===== config.mk =====
export PLATFORM = sky130hd
export DESIGN_NAME = gc_refresh_sequencer_flat
export DESIGN_NICKNAME = d
export VERILOG_FILES = /design/src/rtl/gc_refresh_pkg.sv /design/src/rtl/gc_refresh_sequencer_if.sv /design/src/rtl/gc_retention_timer.sv /design/src/rtl/gc_refresh_sequencer.sv /design/src/flat_wrapper.sv
export SDC_FILE = /design/constraint.sdc
export NUM_CORES = 1
export LEC_CHECK = 0
export CAP_MARGIN = 25
export CORE_MARGIN = 1
export CORE_UTILIZATION = 43
export DETAILED_ROUTE_END_ITERATION = 7
export PLACE_DENSITY_LB_ADDON = 0.3
export SETUP_SLACK_MARGIN = 0.15
export SYNTH_ARGS = -nofsm -noshare
export SYNTH_HDL_FRONTEND = slang
export SYNTH_HIERARCHICAL = 1
export SYNTH_SLANG_ARGS = --single-unit

===== constraint.sdc =====
create_clock -name clk -period 1.9 [get_ports clk]
set_input_delay 0.285 -clock clk [delete_from_list [all_inputs] [get_ports clk]]
set_output_delay 0.285 -clock clk [all_outputs]
set_load 0.05 [all_outputs]

===== src/rtl/gc_refresh_pkg.sv =====
// Shared types and default widths for the gain-cell refresh sequencer slice.
package gc_refresh_pkg;

  localparam int unsigned DEF_ADDR_W = 7;
  localparam int unsigned DEF_ROWS   = 128;
  localparam int unsigned DEF_DATA_W = 32;
  localparam int unsigned PASS_CNT_W = 16;

  typedef enum logic [2:0] {
    ST_IDLE,
    ST_START,
    ST_CHECK,
    ST_WAIT,
    ST_WRITE,
    ST_NEXT
  } refresh_state_t;

endpackage


===== src/rtl/gc_refresh_sequencer_if.sv =====
// Tracker and array-port signals shared by the refresh sequencer and its neighbours.
interface gc_refresh_sequencer_if #(
  parameter int unsigned ADDR_W = gc_refresh_pkg::DEF_ADDR_W,
  parameter int unsigned DATA_W = gc_refresh_pkg::DEF_DATA_W
);

  logic              trk_start;
  logic [ADDR_W-1:0] chk_addr;
  logic              chk_fresh;
  logic              ref_mark;
  logic              user_busy;
  logic              mem_re;
  logic              mem_we;
  logic [ADDR_W-1:0] mem_addr;
  logic [DATA_W-1:0] mem_wdata;
  logic [DATA_W-1:0] mem_rdata;

  modport master (
    output trk_start, chk_addr, ref_mark, mem_re, mem_we, mem_addr, mem_wdata,
    input  chk_fresh, user_busy, mem_rdata
  );

  modport slave (
    input  trk_start, chk_addr, ref_mark, mem_re, mem_we, mem_addr, mem_wdata,
    output chk_fresh, user_busy, mem_rdata
  );

endinterface


===== src/rtl/gc_retention_timer.sv =====
// Retention timer: counts enabled cycles and pulses when the deadline value is reached.
module gc_retention_timer #(
  parameter int unsigned RETENTION_CYCLES = 4096
) (
  input  logic clk,
  input  logic rst,
  input  logic enable,
  input  logic clear,
  output logic deadline_c
);

  localparam int unsigned TIMER_W = (RETENTION_CYCLES > 2) ? $clog2(RETENTION_CYCLES) : 1;
  localparam logic [TIMER_W-1:0] LAST = TIMER_W'(RETENTION_CYCLES - 1);

  logic [TIMER_W-1:0] count;

  assign deadline_c = enable && !clear && (count == LAST);

  // Wraps on the deadline so an overrunning pass still sees the next deadline on time.
  always_ff @(posedge clk or posedge rst) begin
    if (rst) begin
      count <= '0;
    end else if (clear || deadline_c) begin
      count <= '0;
    end else if (enable) begin
      count <= count + TIMER_W'(1);
    end
  end

endmodule


===== src/rtl/gc_refresh_sequencer.sv =====
// Refresh initiator: clears the tracker each pass, then read/write-back refreshes every stale row.
module gc_refresh_sequencer
  import gc_refresh_pkg::*;
#(
  parameter int unsigned ADDR_W           = DEF_ADDR_W,
  parameter int unsigned ROWS             = DEF_ROWS,
  parameter int unsigned DATA_W           = DEF_DATA_W,
  parameter int unsigned RETENTION_CYCLES = 4096,
  parameter int unsigned READ_LAT         = 1
) (
  input  logic                  clk,
  input  logic                  rst,
  input  logic                  enable,
  input  logic                  force_refresh,
  gc_refresh_sequencer_if.master bus,
  output logic                  busy,
  output logic [PASS_CNT_W-1:0] pass_count,
  output logic                  overrun
);

  localparam int unsigned LAT_W = (READ_LAT > 1) ? $clog2(READ_LAT) : 1;

  refresh_state_t    state;
  refresh_state_t    state_next;
  logic [ADDR_W-1:0] row;
  logic [DATA_W-1:0] data;
  logic [LAT_W-1:0]  lat_cnt;
  logic              pending;
  logic              deadline_c;

  logic in_pass_c;
  logic last_row_c;
  logic lat_done_c;
  logic trigger_c;

  assign in_pass_c  = (state != ST_IDLE);
  assign last_row_c = (row == ADDR_W'(ROWS - 1));
  assign lat_done_c = (lat_cnt == LAT_W'(READ_LAT - 1));
  assign trigger_c  = deadline_c || force_refresh || pending;

  gc_retention_timer #(
    .RETENTION_CYCLES(RETENTION_CYCLES)
  ) u_timer (
    .clk       (clk),
    .rst       (rst),
    .enable    (enable),
    .clear     (state == ST_START),
    .deadline_c(deadline_c)
  );

  always_ff @(posedge clk or posedge rst) begin
    if (rst) state <= ST_IDLE;
    else     state <= state_next;
  end

  always_comb begin
    state_next = state;
    case (state)
      ST_IDLE:  if (trigger_c) state_next = ST_START;
      ST_START: state_next = ST_CHECK;
      ST_CHECK: begin
        if (bus.chk_fresh)      state_next = ST_NEXT;
        else if (!bus.user_busy) state_next = ST_WAIT;
      end
      ST_WAIT:  if (lat_done_c) state_next = ST_WRITE;
      ST_WRITE: if (!bus.user_busy) state_next = ST_NEXT;
      ST_NEXT:  state_next = last_row_c ? ST_IDLE : ST_CHECK;
      default:  state_next = ST_IDLE;
    endcase
  end

  // Array and tracker strobes are decoded so they can yield to user_busy in the same cycle.
  always_comb begin
    bus.chk_addr  = '0;
    bus.ref_mark  = 1'b0;
    bus.mem_re    = 1'b0;
    bus.mem_we    = 1'b0;
    bus.mem_addr  = '0;
    bus.mem_wdata = '0;
    case (state)
      ST_CHECK: begin
        bus.chk_addr = row;
        if (!bus.chk_fresh && !bus.user_busy) begin
          bus.mem_re   = 1'b1;
          bus.mem_addr = row;
        end
      end
      ST_WRITE: begin
        bus.chk_addr = row;
        if (!bus.user_busy) begin
          bus.mem_we    = 1'b1;
          bus.mem_addr  = row;
          bus.mem_wdata = data;
          bus.ref_mark  = 1'b1;
        end
      end
      default: ;
    endcase
  end

  // Row/data datapath, request flags and registered status outputs.
  always_ff @(posedge clk or posedge rst) begin
    if (rst) begin
      row           <= '0;
      data          <= '0;
      lat_cnt       <= '0;
      pending       <= 1'b0;
      overrun       <= 1'b0;
      pass_count    <= '0;
      busy          <= 1'b0;
      bus.trk_start <= 1'b0;
    end else begin
      bus.trk_start <= (state_next == ST_START);
      busy          <= (state_next != ST_IDLE);
      if (in_pass_c && deadline_c) overrun <= 1'b1;
      if (in_pass_c && (deadline_c || force_refresh)) pending <= 1'b1;
      else if (state == ST_START)                     pending <= 1'b0;
      case (state)
        ST_START: row <= '0;
        ST_CHECK: lat_cnt <= '0;
        ST_WAIT: begin
          if (lat_done_c) data <= bus.mem_rdata;
          else            lat_cnt <= lat_cnt + LAT_W'(1);
        end
        ST_NEXT: begin
          if (last_row_c) pass_count <= pass_count + PASS_CNT_W'(1);
          else            row <= row + ADDR_W'(1);
        end
        default: ;
      endcase
    end
  end

endmodule


===== src/flat_wrapper.sv =====
// flat-port wrapper written by rule: the top's interface ports become plain ports
module gc_refresh_sequencer_flat import gc_refresh_pkg::*;
#(
  parameter int unsigned ADDR_W           = DEF_ADDR_W,
  parameter int unsigned ROWS             = DEF_ROWS,
  parameter int unsigned DATA_W           = DEF_DATA_W,
  parameter int unsigned RETENTION_CYCLES = 4096,
  parameter int unsigned READ_LAT         = 1
)
  (clk, rst, enable, force_refresh, busy, pass_count, overrun, bus_trk_start, bus_chk_addr, bus_ref_mark, bus_mem_re, bus_mem_we, bus_mem_addr, bus_mem_wdata, bus_chk_fresh, bus_user_busy, bus_mem_rdata);
  gc_refresh_sequencer_if #(.ADDR_W(ADDR_W), .DATA_W(DATA_W)) bus_i ();
  input  logic clk;
  input  logic rst;
  input  logic enable;
  input  logic force_refresh;
  output logic busy;
  output logic [PASS_CNT_W-1:0] pass_count;
  output logic overrun;
  output wire logic [$bits(bus_i.trk_start)-1:0] bus_trk_start;
  output wire logic [$bits(bus_i.chk_addr)-1:0] bus_chk_addr;
  output wire logic [$bits(bus_i.ref_mark)-1:0] bus_ref_mark;
  output wire logic [$bits(bus_i.mem_re)-1:0] bus_mem_re;
  output wire logic [$bits(bus_i.mem_we)-1:0] bus_mem_we;
  output wire logic [$bits(bus_i.mem_addr)-1:0] bus_mem_addr;
  output wire logic [$bits(bus_i.mem_wdata)-1:0] bus_mem_wdata;
  input wire logic [$bits(bus_i.chk_fresh)-1:0] bus_chk_fresh;
  input wire logic [$bits(bus_i.user_busy)-1:0] bus_user_busy;
  input wire logic [$bits(bus_i.mem_rdata)-1:0] bus_mem_rdata;
  assign bus_trk_start = bus_i.trk_start;
  assign bus_chk_addr = bus_i.chk_addr;
  assign bus_ref_mark = bus_i.ref_mark;
  assign bus_mem_re = bus_i.mem_re;
  assign bus_mem_we = bus_i.mem_we;
  assign bus_mem_addr = bus_i.mem_addr;
  assign bus_mem_wdata = bus_i.mem_wdata;
  assign bus_i.chk_fresh = bus_chk_fresh;
  assign bus_i.user_busy = bus_user_busy;
  assign bus_i.mem_rdata = bus_mem_rdata;
  gc_refresh_sequencer #(.ADDR_W(ADDR_W), .ROWS(ROWS), .DATA_W(DATA_W), .RETENTION_CYCLES(RETENTION_CYCLES), .READ_LAT(READ_LAT)) u_core (.clk(clk), .rst(rst), .enable(enable), .force_refresh(force_refresh), .bus(bus_i), .busy(busy), .pass_count(pass_count), .overrun(overrun));
endmodule

==> reports/qor.txt, run 1 <==
=====================================================================================
Result of the run                                                        finished, violations left
Failing checks                                                           setup timing
Die height                                                                    92.7 um
Top Layer Used                                                                   met4
Number of sinks driven by the clock tree                                           74
Cell area after layout                                                   0.00595 mm^2
Fraction of final layout cells with drive strength greater than 1               0.474
Ports                                                                             106
Overflow after GRT                                                                  0
Total of fill cells in the finished design                                        504
Family of cells with the greatest summed delay on the critical path      simple AND/OR/NAND/NOR gates
Total Die Area                                                           0.00859 mm^2
Final net count                                                                   492
GRT Util Overall                                                                0.224
Post-cts hold buffer count                                                          0
Hold Crit Class                                                          primary input to asynchronous set/reset pin
Final Wtd Congestion                                                            0.871
Storage cell area                                                        0.00186 mm^2
CP Data Required Time                                                         1620 ps
Pwr/cell area                                                            1080 mW/mm^2
Post-Route Skew                                                               6.66 ps
Count of buffers inserted at the top-level ports                                  105
Placeable core region                                                    0.00785 mm^2
Top flip-flop cell by instance count after synthesis                          dfrtp_1
Total number of vias                                                             2923
Buffering stage count on the worst path with inverters included                     3
Max Slew Vio Count                                                                  0
Number of standard cells after synthesis                                          309
Most common library cells after synthesis                                dfrtp_1 (74), and2_1 (47), mux2_2 (34)
Worst setup path category                                                flip-flop to output port
Ordered list of cells on the worst path                                  nand2b_4 -> nor3_4 -> buf_6 -> clkbuf_16 -> and2_4 -> buf_12
Via count of the first global-routing pass                                       2937
DR DRC count                                                                        0
Maximum number of pins on one net before global-route repair                       63
Overall power after layout                                                    6460 uW
Arrival time of data at the critical path endpoint                            1680 ps
Clock-pin slew of the registers on the worst-case setup and hold paths          80 ps
Multi-input logic area                                                   0.00185 mm^2
Final-report setup violation count                                                 48
Via count normalized by instance count                                           5.24
Antenna violation net count after detailed routing                                  0
Mean instance size in the synthesized netlist                               11.4 um^2
Number of flip-flops and latches in the synthesized netlist                        74
Number of synthesized flops with an enable pin                                      0
Num rows                                                                           32
Diode insertion count for antenna repair                                            0
Detail Route met2 WL                                                          4760 um
Depth of the CTS H-tree                                                             3
Number of buffers between clock root and the deepest sink                           2
Final WL                                                                      9480 um
Total leakage power                                                        0.00266 uW
Width of the die                                                              92.7 um
Global-route wire length before repair                                       14800 um
RSZ-0062 raised after global routing                                              yes
Post-route setup slack                                                       -60.6 ps
Net Count, Synth                                                                  350
Worst Hold Slack                                                               328 ps
Transition time of the tightest slew-check pin                                 528 ps
Proportion of netlist area held by the largest area contributor                 0.524
Synth Area in Simple Gates                                                      0.223
Area share of xor/xnor cells in the synthesized design                         0.0644
Maximum clock frequency                                                       510 MHz
VDD IR max                                                                     694 uV
Wire length the detailed router placed on met1                                4040 um
Share of the cycle needed by the critical path after routing                     1.03
Clock tree root buffer cell                                                  clkbuf_8
Starting Density                                                                0.450
Insertion delay of the later-clocked pin in the worst-skew pair                350 ps
First-iteration detailed-routing DRC count                                        108
Post-synth top area cell                                                      dfrtp_1
Wire per inst                                                                 17.0 um
Main combinational cell family by area after synthesis                   simple AND/OR/NAND/NOR gates
Max cap viols                                                                       0
Delay of the slowest critical-path stage                                       410 ps
Post-synthesis instance area                                             0.00353 mm^2
Synth warnings                                                                      6
Largest cells by area after synthesis                                    dfrtp_1 (52%), mux2_2 (11%), and2_1 (8.3%)
First-pass iteration count of the detailed router                                   6
Setup crit end kind                                                       output port
Placed standard-cell area                                                0.00536 mm^2
Largest fanout on the critical path                                                 8
Met3 wire length                                                               499 um
Slowest stage cell, crit path                                                 dfrtp_1
Netlist cell types                                                                 43
Area fraction in compound gates after synthesis                                0.0474
Fraction of the yosys area taken by sequential cells                            0.524
Count leader, synth                                                           dfrtp_1
Clock buffers created by TritonCTS                                                  9
Async S/R FF share, synth                                                        1.00
Portion of netlist area occupied by mux cells                                   0.111
Fraction of the mapped netlist area in adder cells                             0.0106
CP Launch Type                                                              flip-flop
Final HPWL from detailed placement                                            5990 um
Relative area change from synthesis to final layout                             68.4%
Initial antenna violation count                                                     0
CTS tree                                                                         done
Max-slew headroom at the worst pin                                              0.649
Post-layout minimum cycle time                                                1960 ps
Final Hold Fails                                                                    0
=====================================================================================
==> what timing repair did <==
| action | 4_1_cts | 5_1_grt |
|---|---|---|
| buffers inserted | 11 | 10 |
| cloned | 1 | 1 |
| resized for setup | 55 | 44 |
| setup endpoints to repair | 71 | 71 |
| pin swaps | 4 | 12 |
==> worst paths after layout <==
| path | from | cells past startpoint | end | slack [ps] |
|---|---|---|---|---|
| worst max-delay path | u_core/state[1] | 6 | bus_mem_wdata[3] | -60 |
| worst max register to register | u_core/row[0] | 5 | u_core/row[5] | 200 |
| max in group asynchronous | rst | 3 | u_core/pass_count[1] | 1210 |
| worst min register to register | u_core/pass_count[15] | 1 | u_core/pass_count[15] | 480 |
| min in group clk | u_core/pass_count[15] | 1 | u_core/pass_count[15] | 480 |
| worst min-delay path | rst | 2 | u_core/u_timer/count[11] | 330 |
==> cell usage in the layout (no fill, tap or decap), types with 3 or more instances in the layout <==
| cell | count |
|---|---|
| clkinv_2 | 3 |
| mux2_2 | 34 |
| dfrtp_2 | 5 |
| nand3_4 | 4 |
| xor2_1 | 11 |
| clkbuf_8 | 9 |
| dlygate4sd2_1 | 17 |
| dfrtp_1 | 69 |
| nand3_1 | 8 |
| a21oi_1 | 6 |
| xnor2_1 | 15 |
| nor3_1 | 4 |
| o21ai_0 | 4 |
| buf_12 | 52 |
| buf_4 | 26 |
| nor3_4 | 4 |
| nor2_1 | 22 |
| and2_4 | 46 |
| clkdlybuf4s50_1 | 37 |
| nand4_1 | 11 |
| nand2_1 | 13 |
| buf_6 | 8 |
==> kinds of logic after synthesis <==
family                   Yosys count
flip-flops                        74
AO/OA/AOI/OAI                     24
multiplexers                      35
buffers and inverters             15
adder cells (fa/ha/maj)            3
XOR/XNOR                          26
AND/OR/NAND/NOR                  132
==> worst register-to-register path: cells and delay by family, from the launching register on <==
kind	cells	cell delay (ps)
AOI/OAI and AO/OA	2	310
adders and majority gates	1	220
and+or+nand+nor	2	620
DFF	1	440
==> power breakdown <==
group / internal, uW / switching (uW)
registers: 2050 / 314
logic: 1510 / 1370
clock network: 603 / 602
total: 4170 / 2290
==> registers in the layout, indices dropped and copies added, names as in the netlist, 3 cells and up <==
| signal | count |
|---|---|
| u_core/data | 32 |
| u_core/row | 7 |
| u_core/state | 3 |
| u_core/pass_count | 16 |
| u_core/u_timer/count | 12 |
==> metrics by stage <==
stage | setup WS [ps] | instances | utilization | setup TNS, ps
CTS | -105 | 548 | 0.732 | -3520
global route | -138 | 558 | 0.758 | -4880
detailed placement | -65.8 | 520 | 0.684 | -440
global placement | -14.8 | 520 | 0.684 | -87.2
finish | -60.6 | 558 | 0.758 | -1550
floorplan | 81.3 | 309 | - | 0
==> metal layers <==
metal  up-vias  track usage
met3        19       0.0468
li1       1351            -
met5         -            0
met2        98        0.385
met1      1455        0.277
met4         0       0.0859
==> layout make-up <==
type,count,area share
Timing Repair Buffer,142,0.319
Clock buffer,9,0.0208
Inverter,4,0.00357
Multi-Input combinational cell,220,0.311
Clock inverter,7,0.0118
Tap cell,102,0.0214
Sequential cell,74,0.312
Power figures use the tool's default switching activity.
==> inputs of run 2 (changes only) <==
SYNTH_HIERARCHICAL = default   (was 1)
==> reports/qor.txt, run 2 <==
=====================================================================================
Setup TNS                                                                    -3890 ps
Maximum number of pins on one net before global-route repair                       34
Worst setup path category                                                flip-flop to output port
Registers with the most flip-flops                                       u_core.data: 32 flops, u_core.pass_count: 16 flops, u_core.u_timer.count: 12 flops
Ordered list of cells on the worst path                                  nand2b_4 -> or2_4 -> a211oi_2 -> buf_4 -> and2_4 -> buf_12
Setup crit end kind                                                       output port
Most common library cells after synthesis                                dfrtp_1 (74), and2_1 (48), mux2_2 (33)
Count leader, synth                                                           dfrtp_1
Final HPWL from detailed placement                                            6110 um
Post-layout minimum cycle time                                                2090 ps
Clock tree root buffer cell                                                  clkbuf_8
DR DRC count                                                                        0
Max Slew Vio Count                                                                  0
Post-synthesis instance area                                             0.00358 mm^2
Post-synth top area cell                                                      dfrtp_1
Synth Area in Simple Gates                                                      0.232
CP Data Required Time                                                         1620 ps
Busiest layer in global routing                                                  met2
CP Launch Type                                                              flip-flop
Total number of vias                                                             2981
Area share of xor/xnor cells in the synthesized design                         0.0636
Number of standard cells after synthesis                                          324
Die height                                                                    93.2 um
First-iteration detailed-routing DRC count                                         98
Ports                                                                             106
Total leakage power                                                        0.00269 uW
Total Die Area                                                           0.00869 mm^2
Total stage count of the critical path                                              6
Clock-pin slew of the registers on the worst-case setup and hold paths          70 ps
Depth of the CTS H-tree                                                             3
Relative area change from synthesis to final layout                             69.7%
Largest fanout on the critical path                                                 7
Worst Hold Slack                                                               320 ps
Mean instance size in the synthesized netlist                               11.0 um^2
Final Wtd Congestion                                                            0.792
Number of flip-flops and latches in the synthesized netlist                        74
Failing checks                                                           setup timing
Number of buffers between clock root and the deepest sink                           2
Max cap viols                                                                       0
Cells on worst reg2reg path                                                         6
Fraction of the yosys area taken by sequential cells                            0.517
Via count of the first global-routing pass                                       3007
Post-Route Skew                                                               7.69 ps
Maximum clock frequency                                                       479 MHz
First-pass iteration count of the detailed router                                   4
Pwr/cell area                                                            1090 mW/mm^2
Final-report setup violation count                                                 49
Global-route wire length before repair                                       14700 um
Via count normalized by instance count                                           5.22
Share of the cycle needed by the critical path after routing                     1.10
Diode insertion count for antenna repair                                            0
Met2 usage                                                                      0.379
CTS tree                                                                         done
Register bank with the most flops                                         u_core.data
Count of buffers inserted at the top-level ports                                  105
Clock buffers created by TritonCTS                                                  9
Highest-count cells in the layout ignoring fill and taps                 dfrtp_1 (72), buf_12 (53), and2_4 (46)
Result of the run                                                        finished, violations left
Flip-flop count of the largest register, all copies and words added                32
Synth warnings                                                                      0
Family of cells with the greatest summed delay on the critical path      simple AND/OR/NAND/NOR gates
Number of sinks driven by the clock tree                                           74
RSZ-0062 raised after global routing                                              yes
Fraction of the mapped netlist area in adder cells                             0.0105
Portion of netlist area occupied by mux cells                                   0.107
Max-slew headroom at the worst pin                                              0.667
Overflow after GRT                                                                  0
VDD IR max                                                                     493 uV
Number of synthesized flops with an enable pin                                      0
Wire per inst                                                                 16.4 um
Most common cell after layout, fill and taps aside                            dfrtp_1
Arrival time of data at the critical path endpoint                            1800 ps
Launching instance or port of the critical path                          u_core.state[2]
Top flip-flop cell by instance count after synthesis                          dfrtp_1
Final Hold Fails                                                                    0
Num rows                                                                           32
Initial antenna violation count                                                     0
Insertion delay of the later-clocked pin in the worst-skew pair                340 ps
GR Layer Usage met1                                                             0.276
Main combinational cell family by area after synthesis                   simple AND/OR/NAND/NOR gates
Final net count                                                                   505
Slowest stage cell, crit path                                                 dfrtp_1
Async S/R FF share, synth                                                        1.00
Fin util                                                                        0.770
Antenna violation net count after detailed routing                                  0
Reg2reg start                                                            u_core.state[1]
Met3 layer usage reported by global route                                      0.0350
Buffering stage count on the worst path with inverters included                     2
Placeable core region                                                    0.00789 mm^2
Transition time of the tightest slew-check pin                                 502 ps
Area fraction in compound gates after synthesis                                0.0406
Post-cts hold buffer count                                                          0
Delay of the slowest critical-path stage                                       390 ps
Post-route setup slack                                                        -188 ps
Starting Density                                                                0.454
Net Count, Synth                                                                  365
Final WL                                                                      9390 um
Worst slack at placement                                                      -109 ps
Largest cells by area after synthesis                                    dfrtp_1 (52%), mux2_2 (10%), and2_1 (8.4%)
Netlist cell types                                                                 46
GRT Util Overall                                                                0.218
Hold Crit Class                                                          primary input to asynchronous set/reset pin
Fraction of final layout cells with drive strength greater than 1               0.454
Width of the die                                                              93.2 um
Proportion of netlist area held by the largest area contributor                 0.517
=====================================================================================
[run 2: what timing repair did]
| item | 4_1_cts | 5_1_grt |
|---|---|---|
| pin swaps | 20 | 20 |
| setup buffers | 8 | 7 |
| resized for setup | 76 | 10 |
| setup endpoints to repair | 65 | 71 |
| gates cloned | 3 | 2 |
[run 2: cell families after synthesis]
kind of cell | after synthesis
compound gates | 23
flops | 74
simple gates | 142
xor+xnor | 26
buf+inv | 22
mux | 34
fa+ha+maj | 3
[run 2: report_power, final]
group,internal [uW],leakage [uW],total [uW],switching [uW]
registers,2040,0.000939,2330,287
logic,1500,0.00163,2820,1320
clock network,877,0.000117,1470,588
total,4420,0.00269,6620,2200
[run 2: cell type report]
type / count / area [um^2]
Timing Repair Buffer: 148 / 2010
Clock buffer: 10 / 128
Clock inverter: 6 / 115
Multi-Input combinational cell: 228 / 1820
Inverter: 3 / 15.0
Sequential cell: 74 / 1850
Fill cell: 472 / 1810
Tap cell: 102 / 128
[run 2: worst paths after layout]
kind | end | slack (ps)
worst max-delay path | bus_mem_addr[1] | -190
worst min-delay path | u_core.data[3] | 320
worst max register to register | u_core.pass_count[1] | 190
worst min register to register | u_core.pass_count[15] | 470
max in group asynchronous | u_core.state[1] | 1050
min in group clk | u_core.pass_count[15] | 470
[run 2: per-stage QoR]
stage,total power [uW],cell area (um^2),cells
after global placement,4590,5440,535
after detailed placement,4670,5440,535
after CTS,6470,5930,562
after floorplan,3730,3660,324
final,6620,6070,571
after global routing,6940,6070,571
[run 2: per-layer routing]
layer  up-vias  wire (um)
met5         -          0
met4         0         94
met3         8        419
met2        94       4910
met1      1483       3970
li1       1396          -
